File: src/rtl/tlp_tx_scheduler.sv
// tlp_tx_scheduler: drains the packer header/data FIFOs and emits 4DW Memory
// Write TLPs (two header beats plus WORDS_PER_TLP data beats) on a 64-bit
// valid/ready stream, ping-ponging between two host buffers.
module tlp_tx_scheduler #(
  parameter int unsigned WORDS_PER_TLP = 15,
  parameter int unsigned DCOUNT_W      = 10
) (
  input  logic                InputClock,
  input  logic                rst,
  input  logic                Enable,
  input  logic [63:0]         BufBase0,
  input  logic [63:0]         BufBase1,
  input  logic [15:0]         BufferLengthTLPs,
  input  logic [15:0]         RequesterId,
  input  logic                HdrEmpty,
  input  logic [39:0]         HdrDout,
  output logic                HdrRd,
  input  logic [DCOUNT_W-1:0] DataCount,
  input  logic [63:0]         DataDout,
  output logic                DataRd,
  output logic [63:0]         TxData,
  output logic                TxValid,
  output logic                TxSop,
  output logic                TxEop,
  input  logic                TxReady,
  output logic                BufDone,
  output logic [15:0]         BufDoneIdx,
  output logic [31:0]         TlpsSent,
  output logic                Busy
);

  localparam int unsigned CntW = (WORDS_PER_TLP > 1) ? $clog2(WORDS_PER_TLP) : 1;
  localparam logic [CntW-1:0]     LastWord  = CntW'(WORDS_PER_TLP - 1);
  localparam logic [DCOUNT_W-1:0] NeedWords = DCOUNT_W'(WORDS_PER_TLP);
  localparam logic [9:0]          LenDw     = 10'(2 * WORDS_PER_TLP);
  // MWr 4DW: fmt=3'b011, type=0, TC/attr/TD/EP all zero, length in DW.
  localparam logic [31:0]         Dw0 = {1'b0, 2'b11, 5'b00000, 1'b0, 3'b000, 4'b0000,
                                         1'b0, 1'b0, 2'b00, 2'b00, LenDw};

  typedef enum logic [1:0] {StIdle, StHdr0, StHdr1, StData} state_e;

  state_e          state_q;
  logic            tx_valid_q, tx_sop_q, tx_eop_q;
  logic [15:0]     buf_idx_q, tli_q;
  logic [63:2]     addr_q;
  logic [4:0]      tag_q;
  logic [CntW-1:0] cnt_q;
  logic            buf_done_q;
  logic [15:0]     buf_done_idx_q;
  logic [31:0]     tlps_q;

  logic            xfer, start_d;
  logic [63:0]     base_sel, tli_ext, addr_d;
  logic [CntW-1:0] cnt_d;
  logic [63:0]     tx_data;
  logic            unused_bits;

  // Transfer, start decision and target address for the header at the FIFO head.
  always_comb begin
    xfer     = tx_valid_q & TxReady;
    start_d  = (state_q == StIdle) & Enable & ~HdrEmpty & (DataCount >= NeedWords);
    base_sel = HdrDout[24] ? BufBase1 : BufBase0;
    tli_ext  = {48'd0, HdrDout[23:8]};
    // tli * 120 without a multiplier.
    addr_d   = base_sel + (tli_ext << 7) - (tli_ext << 3);
    cnt_d    = cnt_q + CntW'(1);
  end

  // Scheduler FSM with registered stream controls and status.
  always_ff @(posedge InputClock) begin
    if (rst) begin
      state_q        <= StIdle;
      tx_valid_q     <= 1'b0;
      tx_sop_q       <= 1'b0;
      tx_eop_q       <= 1'b0;
      buf_idx_q      <= '0;
      tli_q          <= '0;
      addr_q         <= '0;
      tag_q          <= '0;
      cnt_q          <= '0;
      buf_done_q     <= 1'b0;
      buf_done_idx_q <= '0;
      tlps_q         <= '0;
    end else begin
      buf_done_q <= 1'b0;
      case (state_q)
        StIdle: begin
          if (start_d) begin
            state_q    <= StHdr0;
            tx_valid_q <= 1'b1;
            tx_sop_q   <= 1'b1;
            tx_eop_q   <= 1'b0;
            buf_idx_q  <= HdrDout[39:24];
            tli_q      <= HdrDout[23:8];
            addr_q     <= addr_d[63:2];
          end
        end
        StHdr0: begin
          if (xfer) begin
            state_q  <= StHdr1;
            tx_sop_q <= 1'b0;
          end
        end
        StHdr1: begin
          if (xfer) begin
            state_q  <= StData;
            cnt_q    <= '0;
            tx_eop_q <= (LastWord == '0);
          end
        end
        StData: begin
          if (xfer) begin
            if (cnt_q == LastWord) begin
              state_q    <= StIdle;
              tx_valid_q <= 1'b0;
              tx_eop_q   <= 1'b0;
              tag_q      <= tag_q + 5'd1;
              tlps_q     <= tlps_q + 32'd1;
              if (tli_q == BufferLengthTLPs) begin
                buf_done_q     <= 1'b1;
                buf_done_idx_q <= buf_idx_q;
              end
            end else begin
              cnt_q    <= cnt_d;
              tx_eop_q <= (cnt_d == LastWord);
            end
          end
        end
        default: state_q <= StIdle;
      endcase
    end
  end

  // Beat payload follows the state; data beats pass the FWFT word straight through.
  always_comb begin
    tx_data = '0;
    case (state_q)
      StHdr0:  tx_data = {Dw0, RequesterId, 3'b000, tag_q, 4'hF, 4'hF};
      StHdr1:  tx_data = {addr_q, 2'b00};
      StData:  tx_data = DataDout;
      default: tx_data = '0;
    endcase
  end

  // FIFO pops coincide with the accepted beat.
  always_comb begin
    HdrRd  = xfer & (state_q == StHdr0);
    DataRd = xfer & (state_q == StData);
  end

  assign TxData      = tx_data;
  assign TxValid     = tx_valid_q;
  assign TxSop       = tx_sop_q;
  assign TxEop       = tx_eop_q;
  assign BufDone     = buf_done_q;
  assign BufDoneIdx  = buf_done_idx_q;
  assign TlpsSent    = tlps_q;
  assign Busy        = (state_q != StIdle);

  // Header flags and the low address bits are not needed.
  assign unused_bits = ^{HdrDout[7:0], addr_d[1:0]};

endmodule

File: config.mk
export PLATFORM = sky130hd
export DESIGN_NAME = tlp_tx_scheduler
export DESIGN_NICKNAME = d
export VERILOG_FILES = /design/src/rtl/tlp_tx_scheduler.sv
export SDC_FILE = /design/constraint.sdc
export NUM_CORES = 1
export LEC_CHECK = 0
export BUFFER_PORTS_ARGS = -buffer_cell sky130_fd_sc_hd__buf_2
export CAP_MARGIN = 20
export CELL_PAD_IN_SITES_DETAIL_PLACEMENT = 0
export CELL_PAD_IN_SITES_GLOBAL_PLACEMENT = 1
export CORE_MARGIN = 5
export CORE_UTILIZATION = 37
export CTS_BUF_LIST = sky130_fd_sc_hd__clkbuf_4
export DETAILED_ROUTE_END_ITERATION = 7
export GPL_TIMING_DRIVEN = 0
export PLACE_DENSITY_LB_ADDON = 0.1
export SLEW_MARGIN = 10
export SYNTH_ARGS = -nofsm -noshare
export SYNTH_HDL_FRONTEND = slang
export SYNTH_SLANG_ARGS = --single-unit
export TNS_END_PERCENT = 5
File: constraint.sdc
create_clock -name InputClock -period 4.5 [get_ports InputClock]
set_clock_uncertainty 0.2 [all_clocks]
set_input_delay 0.225 -clock InputClock [delete_from_list [all_inputs] [get_ports InputClock]]
set_output_delay 0.225 -clock InputClock [all_outputs]
set_load 0.005 [all_outputs]
==> run summary, run 1 <==
status -> completed
main flop type after synthesis -> dfxtp_1
Crit-path slowest cell -> fa_1
core area -> 0.0316 mm^2
Setup Viol. Count Final -> 0
R2R depth -> 9
global-route wire length before repair -> 71.2 mm
Placer Congestion -> 0.892
synthesis-stage register bit count -> 157
Setup Total Neg Slack -> 0 ns
H-tree Lvls -> 4
Tmin final -> 4.31 ns
TritonCTS clock tree -> yes
first drt pass iteration count -> 5
Inserted Clock Buffers -> 17
initial antenna violation count -> 2
switching pwr -> 0.00219 W
pin count of the biggest net entering global routing -> 18
Max Slew Vio Count -> 0
Synth area leaders -> dfxtp_1, ha_1, a21oi_1, nand2_1, mux2i_1
Slew headroom -> 0.289
yosys warns -> 0
Comb power frac -> 0.476
layout cells sized above 1 -> 0.215
Post-synth EDFFs -> 0
Net Sw Frac -> 0.458
Crit path largest cell delay -> 0.45 ns
Hold Crit Class -> primary input to register
Boundary Pins -> 398
vias per cell -> 5.38
Pint -> 0.00259 W
hold-critical path endpoint -> addr_q[3]
Overflow after GRT -> 0
starting density of the core -> 0.376
Hold Path Origin -> BufBase0[3]
hold depth -> 4
Max Freq -> 232 MHz
GRT Total Usage -> 0.252
distinct cell type count after synthesis -> 68
DR top layer -> met4
final critical-path share of the clock period -> 0.958
worst-skew pair later-pin latency -> 0.59 ns
vias in the first global route -> 12688
cell area after synthesis -> 0.0119 mm^2
Met2 Routed Length -> 22.6 mm
r2r endpoint -> addr_q[62]
Worst VDD drop -> 0.142 mV
cells after synthesis -> 1589
worst-path fanout max -> 10
Hold Vio Cnt, Final -> 0
post-synthesis sequential area ratio -> 0.264
crit path capture type -> register
Multi-input gate area -> 0.00795 mm^2
met3 wire len -> 2.66 mm
CTS Root Buffer Type -> clkbuf_4
RSZ-0062 raised after global routing -> false
kind of critical path -> primary input to register
Tot Pwr -> 0.00478 W
Async S/R FF share, synth -> 0
Critical Path Start Type -> primary input
Sink Count -> 157
CTS clk-pin slew, worst paths -> 0.15 ns
area grow syn2layout -> 26.4%
Die W -> 189 um
# DRC -> 0
top cells by count, synth -> nand2_1, nor2_1, a21oi_1
clock power share -> 0.185
Top cell by count, worst path -> clkbuf_2
reg-to-reg slack, setup -> 0.25 ns
post-synth top area share -> 0.264
Filler Cells Inserted -> 3375
FF+latch area -> 0.00314 mm^2
RR Startpoint -> state_q[1]
CP arrival -> 4.62 ns
Avg Inst Size Synth -> 7.48 um^2
final wirelength -> 47.4 mm
Post-DP HPWL -> 38.3 mm
Worst Path Required -> 4.81 ns
Synth area leader -> dfxtp_1
Min Hold Slack -> 0.0753 ns
syn_nets -> 1958
Die H -> 189 um
most frequent cell after synthesis -> nand2_1
Worst Tran Pin Value -> 1.06 ns
drt initial violations -> 864
clk buf depth -> 2
power per cell area -> 318 mW/mm^2
crit-path cells -> buf_6 > clkbuf_2 > mux2_2 > fa_1 > ha_1 > clkbuf_2 > o21ai_0 > a211oi_1 > o31ai_4 > o21ai_1 > nand4_1 > a21oi_2 > o211ai_1 > a21o_1 > a32o_1
Core Rows -> 65
Max Cap Violations -> 0
Seq pwr share -> 0.339
nets -> 2404
met1 WL -> 21.4 mm
Via Count -> 13189
leak pwr -> 6.82 nW
WL per Instance -> 19.3 um
full die area -> 0.0358 mm^2
I/O Buffers -> 386
Final ANT Viol Nets -> 0
-- sequential cells by signal (all words and copies together), names as in the netlist --
name / flops
TlpsSent: 32
buf_idx_q: 16
cnt_q: 4
state_q: 2
tli_q: 16
TxEop: 1
tag_q: 5
TxValid: 1
BufDoneIdx: 16
addr_q: 62
TxSop: 1
BufDone: 1
-- metal layers --
metal / track usage / vias to the layer above
met5: 0 / -
met4: 0.0537 / 0
met3: 0.0324 / 39
met2: 0.435 / 457
met1: 0.339 / 6195
li1: - / 6498
-- area by class of cell --
class,instances,area share
inverters,120,0.0300
diodes,2,0.000333
plain buffers,89,0.0236
well taps,402,0.0335
clock inverters,15,0.0100
repair buffers,427,0.156
flip-flops and latches,157,0.209
clock buffers,17,0.00850
multi-input cells,1223,0.529
-- power by group through the flow --
| stage | combinational (W) | sequential (W) | clock, W |
|---|---|---|---|
| floorplan | 0.00142 | 0.00161 | 0 |
| detailed placement | 0.00223 | 0.00165 | 0 |
| global route | 0.00251 | 0.00164 | 0.000975 |
| CTS | 0.00227 | 0.00162 | 0.000906 |
| finish | 0.00228 | 0.00162 | 0.000883 |
| global placement | 0.00222 | 0.00165 | 0 |
-- cell usage in the layout, fill, tap and decap left out, types with 47 or more instances in the layout --
cell | synthesis | layout
o21ai_0 | 69 | 68
a21oi_1 | 167 | 166
inv_1 | 120 | 120
xor2_1 | 47 | 47
dfxtp_1 | 157 | 157
ha_1 | 78 | 78
mux2i_1 | 76 | 76
nand2_1 | 209 | 209
clkbuf_1 | 80 | 77
buf_2 | 0 | 386
nor2_1 | 178 | 178
-- critical path: cells and delay by family --
kind	cells	cell delay, ns
mux	1	0.42
simple gates	1	0.33
fa+ha+maj	2	0.74
buf+inv	3	0.76
compound gates	8	2.13
-- metrics by stage --
step                cell area [um^2]   util  instances  setup slack, ns
floorplan                      11900      -       1589            0.350
global placement               14300  0.453       2377            -1.08
detailed placement             14300  0.453       2377            -1.09
CTS                            15000  0.475       2450           0.0584
global route                   15000  0.475       2452           0.0137
finish                         15000  0.475       2452            0.188
-- how the worst max path moves through the flow --
stage	startpoint	end
after floorplan	HdrDout[24]	addr_q[39]
after global placement	HdrDout[24]	addr_q[59]
after detailed placement	HdrDout[24]	addr_q[59]
after CTS	HdrDout[24]	addr_q[52]
after global routing	state_q[1]	addr_q[62]
final	HdrDout[24]	addr_q[61]
-- kinds of logic (layout without fill, tap and decap cells) --
logic type               Yosys count  count (layout)  synth area share
XOR/XNOR                          88              88            0.0648
adder cells (fa/ha/maj)           90              90             0.102
flip-flops                       157             157             0.264
buffers and inverters            209             668            0.0674
AND/OR/NAND/NOR                  537             537             0.199
multiplexers                      82              82            0.0699
other                              0               2                 0
AO/OA/AOI/OAI                    426             426             0.232
-- repair_timing --
item | CTS | global route
endpoints found under the setup margin | 7 | 5
gates resized for setup | 3 | 4
gates cloned | 0 | 0
buffers inserted | 0 | 0
endpoints found under the hold margin | 40 | 0
hold buffers | 41 | 0
Note: power is estimated with default switching activity, not from simulation.
==> inputs of run 2 (changes only) <==
--- a/config.mk
+++ b/config.mk
@@ -5,7 +5,7 @@
 export SDC_FILE = /design/constraint.sdc
 export NUM_CORES = 1
 export LEC_CHECK = 0
-export BUFFER_PORTS_ARGS = -buffer_cell sky130_fd_sc_hd__buf_2
+export BUFFER_PORTS_ARGS = -buffer_cell sky130_fd_sc_hd__buf_4
 export CAP_MARGIN = 20
 export CELL_PAD_IN_SITES_DETAIL_PLACEMENT = 0
 export CELL_PAD_IN_SITES_GLOBAL_PLACEMENT = 1
==> run summary, run 2 (synthesis results as in run 1) <==
Placer Congestion -> 0.899 (was 0.892)
Worst Tran Pin Value -> 0.948 ns (was 1.06 ns)
I/O Buffers -> 386 (unchanged)
Hold Vio Cnt, Final -> 0 (unchanged)
Worst Path Required -> 4.75 ns (was 4.81 ns)
Hold Crit Class -> primary input to register (unchanged)
H-tree Lvls -> 4 (unchanged)
global-route wire length before repair -> 72.5 mm (was 71.2 mm)
Overflow after GRT -> 0 (unchanged)
Tmin final -> 4.38 ns (was 4.31 ns)
WL per Instance -> 19.5 um (was 19.3 um)
Inserted Clock Buffers -> 17 (unchanged)
# DRC -> 0 (unchanged)
crit path capture type -> register (unchanged)
clk buf depth -> 2 (unchanged)
CTS clk-pin slew, worst paths -> 0.14 ns (was 0.15 ns)
leak pwr -> 7.04 nW (was 6.82 nW)
starting density of the core -> 0.376 (unchanged)
Die H -> 189 um (unchanged)
Boundary Pins -> 398 (unchanged)
initial antenna violation count -> 3 (was 2)
final critical-path share of the clock period -> 0.974 (was 0.958)
area grow syn2layout -> 34.5% (was 26.4%)
Filler Cells Inserted -> 3262 (was 3375)
vias per cell -> 5.31 (was 5.38)
CTS Root Buffer Type -> clkbuf_4 (unchanged)
Die W -> 189 um (unchanged)
Critical Path Start Type -> primary input (unchanged)
RSZ-0062 raised after global routing -> false (unchanged)
GRT Total Usage -> 0.256 (was 0.252)
final wirelength -> 47.8 mm (was 47.4 mm)
commonest non-fill, non-tap cell in the layout -> buf_4 (was buf_2)
drt initial violations -> 851 (was 864)
core area -> 0.0316 mm^2 (unchanged)
Largest register FFs -> 62 (unchanged)
Setup Viol. Count Final -> 0 (unchanged)
vias in the first global route -> 12909 (was 12688)
Final ANT Viol Nets -> 0 (unchanged)
Max Cap Violations -> 0 (unchanged)
kind of critical path -> primary input to register (unchanged)
worst-skew pair later-pin latency -> 0.56 ns (was 0.59 ns)
power per cell area -> 309 mW/mm^2 (was 318 mW/mm^2)
Slew headroom -> 0.363 (was 0.289)
Setup Total Neg Slack -> 0 ns (unchanged)
worst-path fanout max -> 10 (unchanged)
Via Count -> 13029 (was 13189)
Core Rows -> 65 (unchanged)
TritonCTS clock tree -> yes (unchanged)
commonest non-fill, non-tap cells in the layout -> buf_4, nand2_1, nor2_1 (was buf_2, nand2_1, nor2_1)
status -> completed (unchanged)
pin count of the biggest net entering global routing -> 17 (was 18)
Top reg by flops -> addr_q (unchanged)
CP arrival -> 4.63 ns (was 4.62 ns)
Post-DP HPWL -> 38.7 mm (was 38.3 mm)
Max Freq -> 228 MHz (was 232 MHz)
nets -> 2403 (was 2404)
full die area -> 0.0358 mm^2 (unchanged)
first drt pass iteration count -> 6 (was 5)
layout cells sized above 1 -> 0.216 (was 0.215)
Tot Pwr -> 0.00494 W (was 0.00478 W)
Max Slew Vio Count -> 0 (unchanged)
Sink Count -> 157 (unchanged)
Worst VDD drop -> 0.149 mV (was 0.142 mV)
run 2: cell types whose count changed in the layout (fill, tap and decap cells not counted), sizes merged:
cell | before | now
bufinv | 0 | 1
clkbuf | 98 | 99
clkinv | 4 | 3
diode | 2 | 3
dlygate4sd3 | 41 | 40
inv | 128 | 127
run 2: layer usage:
metal	wire length (um)	share of wire	global-route usage
met3	2300	0.048	0.0336
met1	22000	0.46	0.343
met4	748	0.016	0.0573
met5	0	0	0
met2	22800	0.48	0.440
run 2: timing repair:
item / 4_1_cts / 5_1_grt
resized for setup: 3 / 3
hold buffers: 40 / 0
endpoints found under the setup margin: 11 / 7
cloned: 0 / 0
setup buffers: 0 / 0
endpoints found under the hold margin: 41 / 0
run 2: worst paths after layout:
check,from,slack [ns],cells after the start,endpoint
worst max-delay path,HdrDout[24],0.12,15,addr_q[59]
worst min-delay path,BufBase0[62],0.06,5,addr_q[63]
worst max register to register,state_q[1],0.35,9,addr_q[57]
worst min register to register,buf_idx_q[15],0.27,2,buf_idx_q[15]
run 2: area by class of cell:
type	count	area, um^2	area share
multi-input cells	1223	7950	0.497
plain buffers	89	354	0.0221
clock buffers	18	135	0.00845
repair buffers	426	3300	0.206
well taps	402	503	0.0315
inverters	120	450	0.0282
flip-flops and latches	157	3140	0.197
clock inverters	14	155	0.00970
diodes	3	7.51	0.000469
run 2: per-stage QoR:
stage,worst slack (ns),cell area (um^2),hold WS (ns),util,instances
CTS,0.0646,16000,0.00936,0.505,2449
detailed placement,-1.15,15300,0.249,0.483,2377
floorplan,0.350,11900,0.161,-,1589
finish,0.119,16000,0.0600,0.506,2452
global route,0.0702,16000,0.00461,0.506,2452
global placement,-1.12,15300,0.243,0.483,2377
run 2: power by group:
part / internal [W] / switching (W) / total (W)
Clock: 0.000304 / 0.000617 / 0.000921
Sequential: 0.00152 / 0.0000947 / 0.00162
Combinational: 0.000930 / 0.00147 / 0.00240
Total: 0.00276 / 0.00219 / 0.00494
run 2: worst max-delay path, stage by stage:
cell	delay, ns
buf_6	0.18
clkbuf_2	0.42
mux2_2	0.42
fa_1	0.45
ha_1	0.29
clkbuf_2	0.18
o21ai_0	0.11
a211oi_1	0.41
o31ai_4	0.18
o21ai_1	0.48
nand4_1	0.28
a21oi_2	0.37
nor4_1	0.18
o311ai_0	0.31
o211ai_1	0.14
==> inputs of run 3 (changes only) <==
--- a/config.mk
+++ b/config.mk
@@ -5,12 +5,13 @@
 export SDC_FILE = /design/constraint.sdc
 export NUM_CORES = 1
 export LEC_CHECK = 0
+export ABC_AREA = 1
 export BUFFER_PORTS_ARGS = -buffer_cell sky130_fd_sc_hd__buf_4
 export CAP_MARGIN = 20
 export CELL_PAD_IN_SITES_DETAIL_PLACEMENT = 0
 export CELL_PAD_IN_SITES_GLOBAL_PLACEMENT = 1
 export CORE_MARGIN = 5
-export CORE_UTILIZATION = 37
+export CORE_UTILIZATION = 36
 export CTS_BUF_LIST = sky130_fd_sc_hd__clkbuf_4
 export DETAILED_ROUTE_END_ITERATION = 7
 export GPL_TIMING_DRIVEN = 0
==> run summary, run 3 <==
post-synth top area share -> 0.216 (was 0.264)
Max Freq -> 256 MHz (was 228 MHz)
final std cells w/o fill -> 3659 (was 2452)
Min Hold Slack -> 0.0648 ns (was 0.0600 ns)
placed cell count -> 3579 (was 2377)
Via Count -> 17383 (was 13029)
Synth Area in Compound Gates -> 0.110 (was 0.232)
Finished Cell Area -> 0.0190 mm^2 (was 0.0160 mm^2)
Critical Path Start Type -> primary input (unchanged)
Synth area leaders -> nand2_1, dfxtp_1, inv_1, nor2_1, ha_1 (was dfxtp_1, ha_1, a21oi_1, nand2_1, mux2i_1)
starting density of the core -> 0.362 (was 0.376)
Final ANT Viol Nets -> 0 (unchanged)
clk buf depth -> 2 (unchanged)
post-CTS setup buffers -> 0 (unchanged)
most frequent cell after synthesis -> nand2_1 (unchanged)
synthesis-stage register bit count -> 157 (unchanged)
status -> completed (unchanged)
kind of critical path -> primary input to register (unchanged)
I/O Buffers -> 386 (unchanged)
area grow syn2layout -> 29.2% (was 34.5%)
area post-placement -> 0.0183 mm^2 (was 0.0153 mm^2)
initial antenna violation count -> 1 (was 3)
Pint -> 0.00294 W (was 0.00276 W)
XOR/XNOR Fraction of Synth Area -> 0.0274 (was 0.0648)
Tot Pwr -> 0.00562 W (was 0.00494 W)
crit path to -> addr_q[63] (was addr_q[59])
crit-path cells -> buf_2 > inv_1 > clkbuf_1 > clkbuf_1 > nand2_1 > nand2_1 > fa_1 > ha_1 > nand2_1 > nor2_1 > nand2_1 > inv_1 > nand2_1 > nand2_1 > nand2_1 > nand2_1 > nand2_1 > nand3_1 > nand3_1 > nand2_1 > inv_1 (was buf_6 > clkbuf_2 > mux2_2 > fa_1 > ha_1 > clkbuf_2 > o21ai_0 > a211oi_1 > o31ai_4 > o21ai_1 > nand4_1 > a21oi_2 > nor4_1 > o311ai_0 > o211ai_1)
commonest non-fill, non-tap cells in the layout -> nand2_1, inv_1, buf_4 (was buf_4, nand2_1, nor2_1)
Placer Congestion -> 0.922 (was 0.899)
RSZ-0062 raised after global routing -> false (unchanged)
top cells by count, synth -> nand2_1, inv_1, nor2_1 (was nand2_1, nor2_1, a21oi_1)
Setup Total Neg Slack -> 0 ns (unchanged)
Tmin final -> 3.91 ns (was 4.38 ns)
CP arrival -> 4.18 ns (was 4.63 ns)
Inserted Clock Buffers -> 17 (unchanged)
Top reg by flops -> addr_q (unchanged)
global-route wire length before repair -> 91.4 mm (was 72.5 mm)
worst-skew pair later-pin latency -> 0.57 ns (was 0.56 ns)
final wirelength -> 60.4 mm (was 47.8 mm)
commonest non-fill, non-tap cell in the layout -> nand2_1 (was buf_4)
crit path capture type -> register (unchanged)
r2r endpoint -> tli_q[9] (was addr_q[57])
Avg Inst Size Synth -> 5.53 um^2 (was 7.48 um^2)
leak pwr -> 10.7 nW (was 7.04 nW)
Crit-path slowest cell -> clkbuf_1 (was o21ai_1)
Post-DP HPWL -> 52.1 mm (was 38.7 mm)
Max Cap Violations -> 0 (unchanged)
Comb power frac -> 0.556 (was 0.486)
Top cell by count, worst path -> nand2_1 (was clkbuf_2)
RR Startpoint -> state_q[1] (unchanged)
Hold Vio Cnt, Final -> 0 (unchanged)
layout cells sized above 1 -> 0.151 (was 0.216)
reg-to-reg slack, setup -> 0.70 ns (was 0.35 ns)
Setup Viol. Count Final -> 0 (unchanged)
Sink Count -> 157 (unchanged)
yosys warns -> 0 (unchanged)
Boundary Pins -> 398 (unchanged)
R2R depth -> 11 (was 9)
WL per Instance -> 16.5 um (was 19.5 um)
Seq pwr share -> 0.296 (was 0.327)
clock power share -> 0.149 (was 0.186)
Crit path largest cell delay -> 0.69 ns (was 0.48 ns)
post-synthesis sequential area ratio -> 0.214 (was 0.264)
core area -> 0.0406 mm^2 (was 0.0316 mm^2)
Net Sw Frac -> 0.477 (was 0.442)
critical path startpoint -> HdrDout[24] (unchanged)
Die H -> 212 um (was 189 um)
power per cell area -> 296 mW/mm^2 (was 309 mW/mm^2)
post-synthesis adder-cell area fraction -> 0.0827 (was 0.102)
full die area -> 0.0450 mm^2 (was 0.0358 mm^2)
syn_nets -> 3030 (was 1958)
pin count of the biggest net entering global routing -> 17 (unchanged)
mux cell area share after synthesis -> 0.0109 (was 0.0699)
TritonCTS clock tree -> yes (unchanged)
worst-path fanout max -> 10 (unchanged)
hold depth -> 5 (unchanged)
H-tree Lvls -> 4 (unchanged)
cells after synthesis -> 2661 (was 1589)
Synth area leader -> nand2_1 (was dfxtp_1)
Worst Path Required -> 4.78 ns (was 4.75 ns)
nets -> 3482 (was 2403)
distinct cell type count after synthesis -> 38 (was 68)
Hold Crit Class -> primary input to register (unchanged)
cell area after synthesis -> 0.0147 mm^2 (was 0.0119 mm^2)
Async S/R FF share, synth -> 0 (unchanged)
Filler Cells Inserted -> 4547 (was 3262)
Worst VDD drop -> 0.170 mV (was 0.149 mV)
Post-synth EDFFs -> 0 (unchanged)
# DRC -> 0 (unchanged)
drt initial violations -> 998 (was 851)
Max Slew Vio Count -> 0 (unchanged)
Core Rows -> 74 (was 65)
Worst Tran Pin Value -> 0.958 ns (was 0.948 ns)
GRT Total Usage -> 0.260 (was 0.256)
simple-gate area share of the yosys netlist -> 0.394 (was 0.199)
Die W -> 212 um (was 189 um)
Largest register FFs -> 62 (unchanged)
switching pwr -> 0.00268 W (was 0.00219 W)
main combinational cell family by area after synthesis -> simple AND/OR/NAND/NOR gates (was compound AO/OA/AOI/OAI gates)
vias per cell -> 4.75 (was 5.31)
vias in the first global route -> 16431 (was 12909)
final critical-path share of the clock period -> 0.869 (was 0.974)
CTS clk-pin slew, worst paths -> 0.15 ns (was 0.14 ns)
Slew headroom -> 0.356 (was 0.363)
first drt pass iteration count -> 5 (was 6)
main flop type after synthesis -> dfxtp_1 (unchanged)
Overflow after GRT -> 0 (unchanged)
CTS Root Buffer Type -> clkbuf_4 (unchanged)
-- run 3: cell types whose count changed after synthesis, moves of 29 or more --
cell / previous run / this run
a21oi_1: 167 / 129
a22oi_1: 41 / 0
clkbuf_1: 80 / 51
inv_1: 120 / 545
mux2i_1: 76 / 16
nand2_1: 209 / 846
nand3_1: 27 / 131
nor2_1: 178 / 318
o21ai_0: 69 / 128
or2_2: 2 / 40
xnor2_1: 41 / 10
-- run 3: power by group through the flow --
stage,clock [W],combinational [W],sequential [W]
2_1_floorplan,0,0.00187,0.00165
3_3_place_gp,0,0.00304,0.00169
3_5_place_dp,0,0.00307,0.00169
4_1_cts,0.000850,0.00312,0.00166
5_1_grt,0.000907,0.00349,0.00168
6_report,0.000836,0.00312,0.00166
-- run 3: cell type report --
class	instances	area, um^2	share of cell area
Antenna cell	1	2.50	0.000132
Sequential cell	157	3140	0.165
Buffer	77	310	0.0163
Multi-Input combinational cell	1879	9200	0.484
Timing Repair Buffer	433	3370	0.177
Clock buffer	17	128	0.00671
Clock inverter	15	138	0.00724
Tap cell	532	666	0.0350
Inverter	548	2060	0.108
-- run 3: worst max-delay path, delay by kind of cell --
kind	cells	cell delay [ns]
buffers and inverters	6	1.46
adders and majority gates	2	0.78
and+or+nand+nor	13	1.69
-- run 3: how the worst min path moves through the flow --
| stage | startpoint | to | slack, ns |
|---|---|---|---|
| after detailed placement | TxEop | TxEop | 0.25 |
| after floorplan | HdrDout[22] | tli_q[14] | 0.18 |
| final | BufferLengthTLPs[14] | BufDoneIdx[3] | 0.06 |
| after global routing | BufBase0[3] | addr_q[3] | 0.05 |
| after global placement | TxEop | TxEop | 0.25 |
| after CTS | BufferLengthTLPs[14] | BufDoneIdx[3] | 0.03 |
-- run 3: per-layer routing --
layer,part of all wire,routed length (um),global-route usage,vias to the layer above
met1,0.45,26900,0.349,7749
met5,0,0,0,-
met3,0.063,3780,0.0277,58
li1,-,-,-,9046
met2,0.47,28400,0.451,530
met4,0.020,1220,0.0604,0
-- run 3: timing repair --
action | 4_1_cts | 5_1_grt
hold endpoints to repair | 39 | 0
gates resized for setup | 0 | 0
hold buffers | 47 | 0
endpoints found under the setup margin | 0 | 0
-- run 3: cell families after synthesis --
kind of cell	Yosys count
compound gates	305
xor+xnor	46
fa+ha+maj	90
buf+inv	625
flops	157
mux	16
simple gates	1422
-- run 3: metrics by stage --
| step | setup WS [ns] | utilization |
|---|---|---|
| 2_1_floorplan | 1.14 | - |
| 3_3_place_gp | -0.00249 | 0.449 |
| 3_5_place_dp | -0.0554 | 0.449 |
| 4_1_cts | 0.566 | 0.468 |
| 5_1_grt | 0.318 | 0.468 |
| 6_report | 0.592 | 0.468 |
